[config.mk]
export PLATFORM = sky130hd
export DESIGN_NAME = calc_sequencer
export DESIGN_NICKNAME = d
export VERILOG_FILES = /design/src/rtl/calc_sequencer.sv
export SDC_FILE = /design/constraint.sdc
export NUM_CORES = 1
export LEC_CHECK = 0
export BUFFER_PORTS_ARGS = -buffer_cell sky130_fd_sc_hd__buf_4
export CORE_UTILIZATION = 63
export DETAILED_ROUTE_END_ITERATION = 16
export PLACE_DENSITY_LB_ADDON = 0.12
export SYNTH_ARGS = -nofsm -noshare
export SYNTH_HDL_FRONTEND = slang
export SYNTH_SLANG_ARGS = --single-unit
[constraint.sdc]
create_clock -name CLK -period 5.14 [get_ports CLK]
set_input_delay 1.028 -clock CLK [delete_from_list [all_inputs] [get_ports CLK]]
set_output_delay 1.028 -clock CLK [all_outputs]
set_load 0.03 [all_outputs]
[src/rtl/calc_sequencer.sv]
// Calculator control sequencer: collects operands, launches the ALU, waits for its
// result and holds the display phase. Adds abort, per-phase timeout, a display hold
// timer and an error state with cause code.
// Optional feature macro: CALC_CHAIN_EN (adds chain/chained for result chaining).
module calc_sequencer #(
  parameter int unsigned NUM_OPERANDS   = 2,
  parameter int unsigned IDX_W          = 3,
  parameter int unsigned TIMEOUT_CYCLES = 1000000,
  parameter int unsigned TO_W           = 20,
  parameter int unsigned DISP_HOLD      = 50000000,
  parameter int unsigned DH_W           = 26
) (
  input  logic             CLK,
  input  logic             RST_N,
  input  logic             run,
  input  logic             abort,
  input  logic             clr,
  input  logic             opnd_valid,
  output logic             opnd_ready,
  output logic [IDX_W-1:0] opnd_idx,
  output logic             calc_start,
  input  logic             calc_done,
  input  logic             calc_err,
  output logic             disp_en,
  input  logic             disp_ack,
  output logic [2:0]       state,
  output logic             busy,
  output logic             error,
`ifdef CALC_CHAIN_EN
  input  logic             chain,
  output logic             chained,
`endif
  output logic [1:0]       err_code
);

  typedef enum logic [2:0] {
    StIdle    = 3'd0,
    StOperand = 3'd1,
    StCalc    = 3'd2,
    StWait    = 3'd3,
    StDisplay = 3'd4,
    StError   = 3'd5
  } state_e;

  localparam logic [IDX_W-1:0] LastIdx = IDX_W'(NUM_OPERANDS - 1);
  localparam logic [TO_W-1:0]  ToLast  = TO_W'(TIMEOUT_CYCLES - 1);
  localparam logic [DH_W-1:0]  DhLast  = DH_W'(DISP_HOLD - 1);
  localparam bit               ToEn    = (TIMEOUT_CYCLES != 0);
  localparam bit               DhEn    = (DISP_HOLD != 0);

  localparam logic [1:0] ErrNone   = 2'b00;
  localparam logic [1:0] ErrOpndTo = 2'b01;
  localparam logic [1:0] ErrCalcTo = 2'b10;
  localparam logic [1:0] ErrAlu    = 2'b11;

  state_e           state_q, state_d;
  logic [IDX_W-1:0] idx_q, idx_d;
  logic [1:0]       err_q, err_d;
  logic [TO_W-1:0]  to_q, to_d;
  logic [DH_W-1:0]  dh_q, dh_d;
  logic             chain_sel;
`ifdef CALC_CHAIN_EN
  logic             chained_q, chained_d;
  assign chain_sel = chain;
`else
  assign chain_sel = 1'b0;
`endif

  // Next-state logic; abort outranks progress, progress outranks timeout.
  always_comb begin
    state_d = state_q;
    idx_d   = idx_q;
    err_d   = err_q;
    to_d    = to_q;
    dh_d    = dh_q;
`ifdef CALC_CHAIN_EN
    chained_d = chained_q;
`endif
    if (abort && (state_q != StIdle)) begin
      state_d = StIdle;
    end else begin
      unique case (state_q)
        StIdle: begin
          if (run && !abort) begin
            state_d = StOperand;
            idx_d   = '0;
            to_d    = '0;
          end
        end
        StOperand: begin
          // opnd_ready is registered high for the whole OPERAND phase.
          if (opnd_valid) begin
            to_d = '0;
            if (idx_q == LastIdx) state_d = StCalc;
            else                  idx_d   = idx_q + 1'b1;
          end else if (ToEn && (to_q == ToLast)) begin
            state_d = StError;
            err_d   = ErrOpndTo;
          end else begin
            to_d = (to_q == '1) ? to_q : to_q + 1'b1;
          end
        end
        StCalc: begin
          state_d = StWait;
          to_d    = '0;
        end
        StWait: begin
          if (calc_done && calc_err) begin
            state_d = StError;
            err_d   = ErrAlu;
          end else if (calc_done) begin
            state_d = StDisplay;
            dh_d    = '0;
          end else if (ToEn && (to_q == ToLast)) begin
            state_d = StError;
            err_d   = ErrCalcTo;
          end else begin
            to_d = (to_q == '1) ? to_q : to_q + 1'b1;
          end
        end
        StDisplay: begin
          if (disp_ack || (DhEn && (dh_q == DhLast))) begin
            if (chain_sel) begin
              // Operand 0 is the previous result, so collection resumes at index 1.
              state_d = StOperand;
              idx_d   = IDX_W'(1);
              to_d    = '0;
`ifdef CALC_CHAIN_EN
              chained_d = 1'b1;
`endif
            end else begin
              state_d = StIdle;
            end
          end else begin
            dh_d = (dh_q == '1) ? dh_q : dh_q + 1'b1;
          end
        end
        StError: begin
          if (clr) state_d = StIdle;
        end
        default: state_d = StIdle;
      endcase
    end

    // Every entry into IDLE returns the sequencer to its reset-equivalent context.
    if (state_d == StIdle) begin
      idx_d = '0;
      err_d = ErrNone;
      to_d  = '0;
      dh_d  = '0;
    end
`ifdef CALC_CHAIN_EN
    if ((state_d == StIdle) || (state_d == StError)) chained_d = 1'b0;
`endif
  end

  // State, counters and Moore outputs registered from the next state.
  always_ff @(posedge CLK or negedge RST_N) begin
    if (!RST_N) begin
      state_q    <= StIdle;
      idx_q      <= '0;
      err_q      <= ErrNone;
      to_q       <= '0;
      dh_q       <= '0;
      opnd_ready <= 1'b0;
      calc_start <= 1'b0;
      disp_en    <= 1'b0;
      busy       <= 1'b0;
      error      <= 1'b0;
    end else begin
      state_q    <= state_d;
      idx_q      <= idx_d;
      err_q      <= err_d;
      to_q       <= to_d;
      dh_q       <= dh_d;
      opnd_ready <= (state_d == StOperand);
      calc_start <= (state_d == StCalc);
      disp_en    <= (state_d == StDisplay);
      busy       <= (state_d != StIdle);
      error      <= (state_d == StError);
    end
  end

`ifdef CALC_CHAIN_EN
  // Chained flag tells the datapath to source operand 0 from the last result.
  always_ff @(posedge CLK or negedge RST_N) begin
    if (!RST_N) chained_q <= 1'b0;
    else        chained_q <= chained_d;
  end
  assign chained = chained_q;
`endif

  assign state    = state_q;
  assign opnd_idx = idx_q;
  assign err_code = err_q;

endmodule

==> results of run 1 <==
-- cell type report --
type	instances	area share [%]
multi-input combinational	353	51.7
sequential	59	36.2
timing repair buffer	23	4.23
clock buffer	10	3.13
tap	72	2.21
clock inverter	6	1.96
inverter	6	0.552
-- power by group --
| group | switching [mW] | internal (mW) | total (mW) |
|---|---|---|---|
| logic | 0.410 | 0.159 | 0.569 |
| registers | 0.0568 | 0.498 | 0.555 |
| clock network | 0.194 | 0.270 | 0.464 |
-- worst reg2reg max path: stages (launching register included) --
cell	delay (ns)
dfrtp_1	0.43
ha_1	0.21
nand3_1	0.21
nor3_1	0.41
nand2_1	0.17
a31oi_1	0.39
a31o_4	0.68
inv_2	0.15
o221a_2	0.15
-- routing by layer --
metal	track usage, %	vias to the layer above
li1	-	1692
met1	38.5	1702
met2	51.0	119
met3	4.14	18
met4	18.5	0
met5	0	-
-- flip-flops by register name, summed over array words and instances, names as in the netlist --
| name | cells |
|---|---|
| state | 3 |
| busy | 1 |
| opnd_ready | 1 |
| disp_en | 1 |
| error | 1 |
| to_q | 20 |
| opnd_idx | 3 |
| err_code | 2 |
| calc_start | 1 |
| dh_q | 26 |
-- kinds of logic after synthesis --
group / after synthesis / share of synthesized area [%]
simple gates: 217 / 31.8
compound gates: 130 / 22.9
flops: 59 / 39.6
buf+inv: 28 / 3.79
fa+ha+maj: 4 / 1.34
xor+xnor: 1 / 0.235
mux: 1 / 0.302
-- Yosys cell counts (5+ instances only) --
master | count | area, um^2
a31oi_1 | 16 | 100
nand2_1 | 44 | 165
buf_2 | 9 | 45.0
or3_1 | 8 | 50.1
o21ai_0 | 33 | 165
inv_1 | 5 | 18.8
clkbuf_1 | 8 | 30.0
nor4_1 | 6 | 37.5
nor3_1 | 17 | 85.1
a311oi_1 | 7 | 61.3
nand3_1 | 29 | 145
a21oi_1 | 33 | 165
nor2_1 | 43 | 161
and4_1 | 6 | 52.6
nor2b_1 | 7 | 43.8
or4_1 | 6 | 45.0
dfrtp_1 | 59 | 1480
a21oi_2 | 10 | 87.6
nand4_1 | 16 | 100
-- per-stage QoR --
| step | utilization (%) | total power, mW | area, um^2 | std cells |
|---|---|---|---|---|
| after global placement | 69.0 | 1.12 | 3870 | 513 |
| after floorplan | - | 1.01 | 3730 | 440 |
| final | 72.7 | 1.59 | 4080 | 529 |
| after global routing | 72.7 | 1.67 | 4080 | 529 |
| after CTS | 72.7 | 1.58 | 4080 | 529 |
| after detailed placement | 69.0 | 1.12 | 3870 | 513 |
-- path summary, 6_finish.rpt --
check / to / slack, ns / cells after the start
max: dh_q[10] / 2.24 / 8
min: dh_q[6] / 0.53 / 1
max reg2reg: dh_q[10] / 2.24 / 8
min reg2reg: dh_q[6] / 0.53 / 1
max in group asynchronous: to_q[0] / 3.90 / 1
min in group asynchronous: dh_q[6] / 0.75 / 1
==> summary.txt, run 1 <==
Port Buf Inserts: 21
register bit total from synthesis: 59
router iterations before antenna repair: 5
Vias/cell: 6.67
net count after synthesis: 453
Worst-path clk slew: 0.07 ns
initial antenna violation count: 0
syn avg cell area: 8.47 um^2
endpoint type of the worst setup path: flip-flop
status: finished clean
CP max-delay cell: a31o_4
crit path DAT: 3.14 ns
pins over their slew limit: 0
Worst Skew: 0.00742 ns
leak pwr: 1.56 nW
area of the multi-input gates: 2110 um^2
Tot GR Track Use: 30.9%
FMAX: 345 MHz
Fillers: 435
Die Wd: 78.9 um
CTS tree: yes
Die H: 78.9 um
total CTS buffers: 9
GPL Wtd Cong: 0.878
commonest non-fill, non-tap cells in the layout: dfrtp_1 (59), nand2_1 (44), nor2_1 (43)
detailed placement HPWL: 5.97 mm
Tcrit/Tclk final: 56.4%
critical path startpoint: to_q[0]
worst-case clock buffer depth: 2
number of distinct library cells after synthesis: 60
CP Launch Type: flip-flop
n_diodes: 0
DR top layer: met4
worst hold path class: reg -> reg
met2 wire length: 4.39 mm
Worst-Margin Slew: 1.22 ns
Setup TNS: 0 ns
cts hold-fix bufs: 0
largest net degree at the start of global routing: 60
std cell rows: 27
critical path's top delay family: compound AO/OA/AOI/OAI gates
Worst Path Class, Setup: reg -> reg
CTS root buffer: clkbuf_8
Tmin final: 2.90 ns
H-Tree Level Count: 3
# Post-CTS Setup Buffers: 0
first-pass GRT wire length: 15.0 mm
DRT met1 WL: 3.93 mm
# DRC: 0
Hold Worst Slack: 0.525 ns
met3 wire len: 477 um
clk_lat worst skew: 0.34 ns
DR iter-0 viols: 412
Ys Warns: 0
Synth Cell Area: 3730 um^2
GR Overflow Total: 0
Area Growth Syn to Fin: 9.44%
count of final setup violators: 0
DP Worst Slack: 1.98 ns
max incr delay on CP: 0.68 ns
r2r startpoint: to_q[0]
Antenna Violating Nets Remaining: 0
Async SR Flop Fraction: 100%
worst hold start: dh_q[6]
crit-path cells: ha_1 > nand3_1 > nor3_1 > nand2_1 > a31oi_1 > a31o_4 > inv_2 > o221a_2
WL/cell: 17.0 um
Max VDD drop: 0.394 mV
Post-synth EDFFs: 0
register area: 1480 um^2
Post-Syn Instances: 440
initial cell density of the core: 66.4%
PD cells: 389 nW/um^2
vias in the first global route: 3314
leading cell type in the layout, fill and taps excluded: dfrtp_1
die area: 6230 um^2
crit-path max FO: 49
Post-Route WL: 9.01 mm
max cap viols: 0
final net count: 465
crit path buf inv count: 1
# IOs: 22
Worst EP required: 5.38 ns
Seq/Total Area, Yosys: 39.6%
Sink Count: 59
core area: 5610 um^2
fin worst setup slack: 2.24 ns
cts repair resizes: 0
layout cells sized above 1: 14.0%
vias: 3531
headroom to the max-slew limit: 17.7%
Synth Flop Type: dfrtp_1
RSZ-0062 raised after global routing: no
Hold Violations, Final: 0
Power figures use the tool's default switching activity.
==> inputs of run 2 (changes only) <==
- CORE_UTILIZATION: 63 -> 61
- clock period: 5.14 -> 2.9 ns (I/O delays scaled with it)
==> summary.txt, run 2 (synthesis gave the netlist of run 1 again) <==
Setup TNS: 0 ns
commonest non-fill, non-tap cells in the layout: dfrtp_1 (59), nand2_1 (44), nor2_1 (43)
Area Growth Syn to Fin: 12.5%
met3 wire len: 470 um
layout cells sized above 1: 16.9%
max cap viols: 0
DRT met1 WL: 3.89 mm
r2r startpoint: to_q[0]
headroom to the max-slew limit: 47.6%
CP Launch Type: flip-flop
max incr delay on CP: 0.44 ns
crit-path max FO: 16
non-filler cells, final: 547
worst-case clock buffer depth: 2
Worst Path Class, Setup: reg -> reg
FF-to-FF End: to_q[8]
Worst-path clk slew: 0.06 ns
Worst EP required: 3.12 ns
Antenna Violating Nets Remaining: 0
pins over their slew limit: 0
Sink Count: 59
# Post-CTS Setup Buffers: 0
leading cell type in the layout, fill and taps excluded: dfrtp_1
WL/cell: 17.4 um
Biggest register: dh_q
Reg2Reg Depth: 8
DP Worst Slack: 0.228 ns
H-Tree Level Count: 3
GR Overflow Total: 0
Tcrit/Tclk final: 88.4%
Placed Cells: 532
Max VDD drop: 0.590 mV
Die H: 80.2 um
# IOs: 22
router iterations before antenna repair: 5
final net count: 481
DR top layer: met4
fin worst setup slack: 0.337 ns
CTS tree: yes
Port Buf Inserts: 21
max reg flops: 26
met2 wire length: 4.95 mm
Tot GR Track Use: 32.1%
combinational share of power: 40.9%
DR iter-0 viols: 218
total CTS buffers: 9
Hold Violations, Final: 0
Vias/cell: 6.63
std cell rows: 28
cts repair resizes: 0
worst hold path class: in -> async
crit path DAT: 2.78 ns
vias: 3629
biggest regs: dh_q x26, to_q x20
reg-to-reg slack, setup: 0.34 ns
RSZ-0062 raised after global routing: no
initial cell density of the core: 62.9%
status: finished clean
FMAX: 390 MHz
n_diodes: 0
GPL Wtd Cong: 0.933
switching pwr: 1.18 mW
largest net degree at the start of global routing: 60
core area: 5920 um^2
# DRC: 0
Int Pwr: 1.65 mW
leak pwr: 1.63 nW
CTS root buffer: clkbuf_8
clk_lat worst skew: 0.35 ns
crit-path cells: ha_1 > nand3_1 > nor3_2 > nand2_1 > a31oi_1 > a31o_4 > buf_4 > a311oi_1
endpoint type of the worst setup path: flip-flop
first-pass GRT wire length: 15.7 mm
clock power share: 24.6%
die area: 6420 um^2
initial antenna violation count: 0
Tmin final: 2.56 ns
Hold Worst Slack: 0.300 ns
Fillers: 470
Worst Skew: 0.00531 ns
Post-Route WL: 9.54 mm
CP max-delay cell: dfrtp_1
Sw Share: 41.7%
PD cells: 675 nW/um^2
vias in the first global route: 3371
Die Wd: 80.2 um
count of final setup violators: 0
Seq pwr share: 34.4%
cts hold-fix bufs: 0
Worst-Margin Slew: 0.779 ns
detailed placement HPWL: 6.55 mm
run 2: cell types whose count changed in the layout (fill, tap and decap cells not counted), moves of 2 or more:
cell	change
buf_4	+15
bufinv_16	-2
clkbuf_8	+3
clkinv_2	-2
run 2: worst max-delay path by stage:
stage            start       end  slack (ns)  cells after the start
6_report       to_q[0]   to_q[8]        0.34                      8
5_1_grt        to_q[0]   to_q[8]        0.15                      8
4_1_cts        to_q[0]   to_q[8]        0.22                      8
3_5_place_dp   to_q[0]   to_q[8]        0.23                      8
3_3_place_gp   to_q[0]  to_q[10]        0.31                      8
2_1_floorplan  dh_q[0]  to_q[11]        0.75                      9
run 2: area by class of cell:
type	instances	area (um^2)	share of cell area, %
multi-input cells	353	2110	50.4
clock buffers	13	169	4.03
repair buffers	39	305	7.29
inverters	6	22.5	0.537
well taps	75	93.8	2.24
clock inverters	2	10.0	0.239
flip-flops and latches	59	1480	35.2
run 2: power groups by stage:
stage,combinational [mW],clock (mW),sequential [mW]
final,1.16,0.697,0.973
after global routing,1.27,0.740,0.981
after floorplan,0.756,0,1.04
after global placement,1.13,0,0.983
after detailed placement,1.15,0,0.986
after CTS,1.15,0.707,0.971
run 2: worst max-delay path: cells and delay by family, from the launching register on:
family          cells  cell delay, ns
buf+inv             1            0.25
flops               1            0.44
fa+ha+maj           1            0.22
simple gates        3            0.67
compound gates      3            0.84
run 2: metal layers:
metal | up-vias | GRT usage [%]
met3 | 27 | 8.98
met1 | 1754 | 38.7
met4 | 0 | 12.5
met2 | 123 | 54.1
li1 | 1725 | -
met5 | - | 0
run 2: metrics by stage:
stage | power, mW | cell area [um^2] | util [%]
2_1_floorplan | 1.80 | 3730 | -
3_3_place_gp | 2.11 | 4010 | 67.7
3_5_place_dp | 2.14 | 4010 | 67.7
4_1_cts | 2.83 | 4190 | 70.7
5_1_grt | 2.99 | 4190 | 70.8
6_report | 2.83 | 4190 | 70.8
==> inputs of run 3 (changes only) <==
- BUFFER_PORTS_ARGS: -buffer_cell sky130_fd_sc_hd__buf_4 -> unset
- CORE_UTILIZATION: 61 -> 63
- DONT_BUFFER_PORTS: unset -> 1
- clock period: 2.9 -> 2.4 ns (I/O delays scaled with it)
==> summary.txt, run 3 (synthesis gave the netlist of run 1 again) <==
CP most frequent cell: nand2_1
GPL Wtd Cong: 0.912
Setup TNS: 0 ns
Reg2Reg Depth: 7
count of final setup violators: 0
# DRC: 0
first-pass GRT wire length: 16.6 mm
WP depth: 7
WL/cell: 18.2 um
# IOs: 22
leak pwr: 1.71 nW
n_diodes: 0
final net count: 496
CTS tree: yes
Sink Count: 59
vias in the first global route: 3700
Worst EP required: 2.66 ns
CP max-delay cell: nor4_2
clk_lat worst skew: 0.34 ns
max incr delay on CP: 0.51 ns
CP Launch Type: flip-flop
detailed placement HPWL: 7.17 mm
biggest regs: dh_q x26, to_q x20
router iterations before antenna repair: 5
max cap viols: 0
crit path DAT: 2.57 ns
Tot GR Track Use: 34.8%
endpoint type of the worst setup path: flip-flop
commonest non-fill, non-tap cells in the layout: dfrtp_1 (59), buf_4 (52), nand2_1 (44)
max reg flops: 26
leading cell type in the layout, fill and taps excluded: dfrtp_1
# Post-CTS Setup Buffers: 0
Post-Route WL: 10.2 mm
headroom to the max-slew limit: 64.4%
area of the multi-input gates: 2120 um^2
Port Buf Inserts: 0
Hold Worst Slack: 0.00210 ns
largest net degree at the start of global routing: 60
crit-path cells: buf_4 > and4_1 > nand2_1 > nor4_2 > nand2_1 > or4_1 > a31oi_1
register area: 1480 um^2
initial cell density of the core: 66.4%
Worst Skew: 0.00689 ns
reg-to-reg slack, setup: 0.1 ns
r2r startpoint: dh_q[9]
Die Wd: 78.9 um
initial antenna violation count: 0
Fillers: 423
status: finished clean
std cell rows: 27
die area: 6230 um^2
CTS root buffer: clkbuf_8
RSZ-0062 raised after global routing: no
Max VDD drop: 0.773 mV
FF-to-FF End: dh_q[25]
GR Overflow Total: 0
crit path buf inv count: 1
Tcrit/Tclk final: 96.0%
Worst Path Class, Setup: reg -> reg
critical path's top delay family: simple AND/OR/NAND/NOR gates
core area: 5610 um^2
layout cells sized above 1: 19.5%
worst hold path class: in -> async
pins over their slew limit: 0
FMAX: 434 MHz
Die H: 78.9 um
Tmin final: 2.30 ns
crit-path max FO: 6
Area Growth Syn to Fin: 15.5%
total CTS buffers: 9
Worst-Margin Slew: 0.529 ns
PD cells: 801 nW/um^2
H-Tree Level Count: 3
DR iter-0 viols: 248
Antenna Violating Nets Remaining: 0
Vias/cell: 6.72
worst-case clock buffer depth: 2
Worst-path clk slew: 0.06 ns
vias: 3754
Hold Violations, Final: 0
Biggest register: dh_q
run 3: changes by cell type in the layout (fill, tap and decap cells not counted):
cell      change
nand3_1       -1
clkbuf_1      +1
buf_4        +14
buf_16        +1
clkbuf_8      -2
nand3_2       +1
clkinv_2      +1
run 3: through the flow:
stage	worst slack (ns)	instance area (um^2)	std cells	utilization [%]	total power [mW]
after floorplan	0.248	3730	440	-	2.17
after global placement	0.233	4110	543	73.2	2.59
after detailed placement	0.138	4110	543	73.2	2.64
after CTS	0.130	4300	559	76.6	3.43
after global routing	0.00653	4310	559	76.8	3.60
final	0.0953	4310	559	76.8	3.45
run 3: how the worst max path moves through the flow:
| stage | start | endpoint |
|---|---|---|
| after floorplan | dh_q[0] | to_q[11] |
| after global placement | dh_q[0] | dh_q[11] |
| after detailed placement | dh_q[0] | dh_q[3] |
| after CTS | dh_q[9] | dh_q[25] |
| after global routing | dh_q[0] | dh_q[7] |
| final | dh_q[9] | dh_q[25] |
run 3: power breakdown:
group          total (mW)  switching (mW)  internal, mW
Combinational        1.48           0.944         0.534
Sequential           1.20           0.131          1.07
Clock               0.769           0.378         0.392
Total                3.45            1.45          1.99
run 3: what timing repair did:
item                       4_1_cts  5_1_grt
setup endpoints to repair        0       14
hold buffers                     1        0
gates resized for setup          0        2
hold endpoints to repair        59        0
run 3: cell type report:
type                    instances  area share (%)
multi-input cells             353            49.2
flip-flops and latches         59            34.3
inverters                       6           0.523
clock inverters                 3           0.349
clock buffers                  12            3.37
repair buffers                 54            10.2
well taps                      72            2.09
run 3: metal layers:
layer,up-vias,GRT usage (%),routed length (um)
li1,1755,-,-
met1,1815,38.5,4070
met2,157,63.3,5270
met3,27,8.74,668
met4,0,14.5,186
met5,-,0,0
